[src/rtl/mem_req_arb.sv]
// Round-robin arbiter that hands one DDR transfer descriptor at a time to mem_ctrl and
// holds the grant until mc_done, with a watchdog that aborts a transfer whose completion is lost.
module mem_req_arb #(
  parameter int NUM_CLIENTS = 16,
  parameter int ADDR_W      = 32,
  parameter int TIMEOUT     = 4096
) (
  input  logic                               clk,
  input  logic                               rst,
  input  logic [NUM_CLIENTS-1:0]             cl_req,
  input  logic [NUM_CLIENTS-1:0][ADDR_W-1:0] cl_rd_addr,
  input  logic [NUM_CLIENTS-1:0][ADDR_W-1:0] cl_wr_addr,
  output logic [NUM_CLIENTS-1:0]             cl_gnt,
  output logic [NUM_CLIENTS-1:0]             cl_done,
  output logic                               mc_valid,
  input  logic                               mc_ready,
  output logic [ADDR_W-1:0]                  read_addr_ddr,
  output logic [ADDR_W-1:0]                  write_addr_ddr,
  output logic [4:0]                         client_priority,
  input  logic                               mc_done,
  output logic                               busy,
  output logic                               timeout_err
);
  localparam int              WD_W     = $clog2(TIMEOUT + 1);
  localparam logic [4:0]      LAST_ID  = 5'(NUM_CLIENTS - 1);
  localparam logic [WD_W-1:0] WD_LIMIT = WD_W'(TIMEOUT);

  typedef enum logic [1:0] {IDLE, ARB, ISSUE, BUSY} state_e;

  state_e                 state_q, state_d;
  logic [4:0]             rr_ptr_q, rr_ptr_d;
  logic [4:0]             id_q, id_d;
  logic [ADDR_W-1:0]      rd_addr_q, rd_addr_d;
  logic [ADDR_W-1:0]      wr_addr_q, wr_addr_d;
  logic [WD_W-1:0]        wd_q, wd_d;
  logic                   timeout_err_q, timeout_err_d;

  logic [NUM_CLIENTS-1:0] req_rot;
  logic                   win_vld;
  logic [5:0]             win_sum;
  logic [4:0]             win_id;
  logic [NUM_CLIENTS-1:0] id_oh;
  logic                   wd_expire;
  logic                   xfer_end;

  assign wd_expire = (state_q == BUSY) && (wd_q == WD_LIMIT);
  assign xfer_end  = (state_q == BUSY) && (mc_done || wd_expire);

  // Rotate so bit 0 is the client at rr_ptr; the first set bit wins.
  always_comb begin
    req_rot = NUM_CLIENTS'({cl_req, cl_req} >> rr_ptr_q);
    win_vld = 1'b0;
    win_sum = '0;
    for (int i = 0; i < NUM_CLIENTS; i++) begin
      if (!win_vld && req_rot[i]) begin
        win_vld = 1'b1;
        win_sum = {1'b0, rr_ptr_q} + 6'(i);
      end
    end
    if (win_sum >= 6'(NUM_CLIENTS)) win_sum = win_sum - 6'(NUM_CLIENTS);
    win_id = 5'(win_sum);
  end

  always_ff @(posedge clk or posedge rst) begin
    if (rst) state_q <= IDLE;
    else     state_q <= state_d;
  end

  // Completion with requests pending goes straight to ARB to keep the 2-cycle turnaround.
  always_comb begin
    state_d = state_q;
    case (state_q)
      IDLE:    if (|cl_req) state_d = ARB;
      ARB:     state_d = win_vld ? ISSUE : IDLE;
      ISSUE:   if (mc_ready) state_d = BUSY;
      BUSY:    if (xfer_end) state_d = (|cl_req) ? ARB : IDLE;
      default: state_d = IDLE;
    endcase
  end

  always_comb begin
    for (int i = 0; i < NUM_CLIENTS; i++) id_oh[i] = (5'(i) == id_q);
    mc_valid = (state_q == ISSUE);
    busy     = (state_q == ISSUE) || (state_q == BUSY);
    cl_gnt   = ((state_q == ISSUE) && mc_ready) ? id_oh : '0;
    cl_done  = xfer_end ? id_oh : '0;
  end

  always_comb begin
    rr_ptr_d      = rr_ptr_q;
    id_d          = id_q;
    rd_addr_d     = rd_addr_q;
    wr_addr_d     = wr_addr_q;
    wd_d          = ((state_q == BUSY) && !xfer_end) ? wd_q + WD_W'(1) : '0;
    // A completion landing on the expiry cycle wins: no error.
    timeout_err_d = timeout_err_q | (wd_expire & ~mc_done);
    if ((state_q == ARB) && win_vld) begin
      id_d = win_id;
      for (int i = 0; i < NUM_CLIENTS; i++) begin
        if (5'(i) == win_id) begin
          rd_addr_d = cl_rd_addr[i];
          wr_addr_d = cl_wr_addr[i];
        end
      end
    end
    if (xfer_end) rr_ptr_d = (id_q == LAST_ID) ? '0 : id_q + 5'd1;
  end

  always_ff @(posedge clk or posedge rst) begin
    if (rst) begin
      rr_ptr_q      <= '0;
      id_q          <= '0;
      rd_addr_q     <= '0;
      wr_addr_q     <= '0;
      wd_q          <= '0;
      timeout_err_q <= 1'b0;
    end else begin
      rr_ptr_q      <= rr_ptr_d;
      id_q          <= id_d;
      rd_addr_q     <= rd_addr_d;
      wr_addr_q     <= wr_addr_d;
      wd_q          <= wd_d;
      timeout_err_q <= timeout_err_d;
    end
  end

  assign read_addr_ddr   = rd_addr_q;
  assign write_addr_ddr  = wr_addr_q;
  assign client_priority = id_q;
  assign timeout_err     = timeout_err_q;

endmodule

[config.mk]
export PLATFORM = sky130hd
export DESIGN_NAME = mem_req_arb
export DESIGN_NICKNAME = d
export VERILOG_FILES = /design/src/rtl/mem_req_arb.sv
export SDC_FILE = /design/constraint.sdc
export NUM_CORES = 1
export LEC_CHECK = 0
export CAP_MARGIN = 20
export CORE_AREA = 2 2 442 444
export CTS_CLUSTER_DIAMETER = 100
export CTS_CLUSTER_SIZE = 24
export DETAILED_ROUTE_END_ITERATION = 10
export DIE_AREA = 0 0 444 446
export MAX_ROUTING_LAYER = met4
export PLACE_DENSITY = 0.39
export SLEW_MARGIN = 10
export SYNTH_ARGS = -nofsm -noshare
export SYNTH_HDL_FRONTEND = slang
export SYNTH_SLANG_ARGS = --single-unit
[constraint.sdc]
create_clock -name clk -period 4.6 [get_ports clk]
set_clock_uncertainty 0.15 [all_clocks]
set_input_delay 1.38 -clock clk [delete_from_list [all_inputs] [get_ports clk]]
set_output_delay 1.38 -clock clk [all_outputs]
set_load 0.05 [all_outputs]
==> metrics.yaml <==
fp.coreArea_mm2: 0.194
cts_hold_buf: 0
cts_sinks: 90
clk_path_buf_depth: 2
rrSetupSlack_ns: -1.00
ys_dominant_reg_cell: "dfrtp_1"
status: "complete, but fails checks"
dieArea_mm2: 0.198
initial_core_util_pct: 7.68
dp_hpwl_um: 186000
synth_compound_area_share_pct: 47.1
dpl_worst_slack_ns: -2.85
rsz0062_at_grt: "yes"
cp_cell_sequence: "buf_6 -> buf_6 -> mux2_4 -> mux4_2 -> or2_4 -> a21oi_4 -> buf_6 -> buf_6 -> a21boi_4 -> o22ai_4 -> a21oi_2 -> o32ai_4 -> buf_4 -> buf_6 -> or3_4 -> buf_12 -> buf_8 -> buf_12 -> nor2_4 -> buf_12 -> clkbuf_16 -> or3_1 -> a221o_1 -> o21ai_1"
critPathLaunch: "cl_req[11]"
avgSynthCellArea_um2: 7.03
tns_ns: -77.41
yosysSeqAreaShare_pct: 15.2
final_area_mm2: 0.0411
max-slew-margin-rel_pct: 36.8
synth_top_family_by_area: "compound AO/OA/AOI/OAI gates"
async_reset_ff_share_pct: 100
hp-class: "flop to flop"
clk_latency_ns: 0.47
rows: 162
vias: 27400
period_share_pct: 128
track_usage_pct: 22.4
cp_max_fo: 8
final_max_slew_viol_count: 0
synth_xor_area_share_pct: 1.89
tightest_slew_ns: 0.946
postSynthCellCount: 2112
drtIter0Drc: 2537
crit_path_end_kind: "flop"
synthAdderAreaFrac_pct: 1.68
yosys_warnings: 0
viasPerCell: 4.24
fin_util_pct: 21.2
required_ns: 4.78
ys_ff_latch: 90
crit_slowest_cell: "mux4_2"
critPathMaxStageDelay_ns: 0.52
place_congestion: 0.982
fin_nets: 4954
synth_edf_count: 0
die_y_um: 446
maxCapViolCount: 0
ant_nets: 0
seq_area_mm2: 0.00225
final-setup-viol-count: 65
synth_top_area_share_pct: 15.2
r2r_start: "rr_ptr_q[1]"
fmax_ghz: 0.169
yosys.area_share.simple_pct: 22.4
synth_area_mm2: 0.0149
grt_pass1_wl_um: 284000
synth_fp_nets: 3176
critical_path_class: "primary input to flop"
routed_wl_um: 231000
grt_pass1_vias: 27500
port_buffers: 1147
drive_above_1_share_pct: 33.0
clock-root-buffer: "clkbuf_16"
synth_mux_area_share_pct: 4.88
yosysTopAreaCell: "dfrtp_1"
die_x_um: 444
gr-total-overflow: 0
synth_area_leaders: "dfrtp_1 15%, a21oi_1 7.2%, a221o_1 5.9%"
area_growth_pct: 177
cts_buffers: 9
multi_input_area_mm2: 0.0141
placed_area_mm2: 0.0352
path_common_cell: "buf_6"
grt_max_degree: 79
wl_per_cell_um: 35.6
ios: 1148
hold_viol_final: 0
hp-start: "timeout_err"
period_needed_ns: 5.90
fill_cells: 21500
arrival_ns: 6.08
clk_pin_slew_ns: 0.09
antenna_found_initial: 70
violations: "setup timing"
yosysUniqueCellTypes: 94
cts_tree: "built"
setup_ws_ns: -1.30
cts-htree-levels: 3
dr.pass1.iters: 8
worstSetupStartpointType: "primary input"
drcViolationCount: 0
cell usage after synthesis, types with 20 or more instances:
cell / number
a22oi_1: 84
clkbuf_1: 121
ha_1: 20
and3b_1: 37
nand3_1: 53
o22ai_1: 90
buf_2: 65
dfrtp_1: 90
buf_1: 21
o21ai_0: 159
nand2_1: 155
inv_1: 22
a221oi_1: 68
a221o_1: 87
nor3_1: 38
o21ai_1: 52
mux2i_1: 34
a222oi_1: 54
a21oi_1: 214
or3_1: 48
nor2_1: 224
cell families (layout without fill, tap and decap cells):
family,after synthesis,count (layout)
buffers and inverters,236,2018
adder cells (fa/ha/maj),20,20
AND/OR/NAND/NOR,673,673
multiplexers,57,57
XOR/XNOR,32,32
AO/OA/AOI/OAI,1004,1004
flip-flops,90,90
other,0,35
flip-flops by register name (all words and copies together) (netlist names), named ones only:
signal and count:
read_addr_ddr 32, state_q 1, timeout_err 1, client_priority 5
wd_q 13, rr_ptr_q 5, write_addr_ddr 32
cells in the final DEF (no fill, tap or decap), types with 14 or more instances in the layout:
cell type        count
or3_1               40
dfrtp_1             89
nor3_1              28
a21oi_2             42
mux2i_1             26
buf_16              35
o21a_1              14
buf_4              542
clkdlybuf4s50_1   1091
nor2_1             194
xor2_1              17
a221oi_4            18
a22oi_2             15
nand2_1            135
o22ai_1             73
o211ai_1            15
nand3_1             41
o21ai_0            102
clkbuf_16           17
a22oi_1             69
a221o_1             87
o21ai_2             34
nor2_4              25
a221oi_1            36
a21oi_1            161
inv_1               21
xnor2_1             15
a222oi_1            54
nand2b_1            14
and3b_1             33
buf_12             168
ha_1                20
o21ai_1             61
o21ai_4             15
a31oi_1             18
diode_2             35
buf_8               18
nor3_4              17
buf_6              100
a221oi_2            14
worst max-delay path, delay by kind of cell:
kind	cells	cell delay [ns]
compound gates	7	1.16
buf+inv	11	1.58
mux	2	0.79
simple gates	4	1.11
per-stage QoR:
| stage | hold WS (ns) | std cells |
|---|---|---|
| 3_3_place_gp | 0.311 | 6206 |
| 5_1_grt | 0.366 | 6467 |
| 6_report | 0.330 | 6471 |
| 2_1_floorplan | 0.304 | 2112 |
| 4_1_cts | 0.342 | 6374 |
| 3_5_place_dp | 0.321 | 6206 |
metal layers:
layer | track usage, % | wire length, µm | up-vias
met5 | - | 0 | -
met1 | 26.3 | 93000 | 13800
met4 | 6.73 | 7950 | 0
met3 | 3.67 | 13100 | 246
met2 | 39.1 | 117000 | 1310
li1 | - | - | 12000
final timing paths:
kind	end	cells after the start
max	read_addr_ddr[2]	24
min	timeout_err	1
max reg2reg	read_addr_ddr[2]	24
min reg2reg	timeout_err	1
max in group asynchronous	read_addr_ddr[20]	3
min in group asynchronous	write_addr_ddr[7]	2
layout make-up:
class | instances | area share, %
clock buffer | 9 | 0.548
antenna | 35 | 0.213
multi-input combinational | 1786 | 34.3
tap | 2542 | 7.73
clock inverter | 6 | 0.164
sequential | 90 | 5.48
inverter | 24 | 0.231
timing repair buffer | 1979 | 51.4
what timing repair did:
action                                  in CTS  in global routing
endpoints found under the setup margin      82                 81
gates resized for setup                    487                247
setup buffers                              139                 74
gates cloned                                25                 10
endpoints found under the hold margin        0                  0
pin swaps                                  136                159
Power is not shown: default switching activity piles up to over one toggle a cycle in this logic, so the estimate is an artifact.
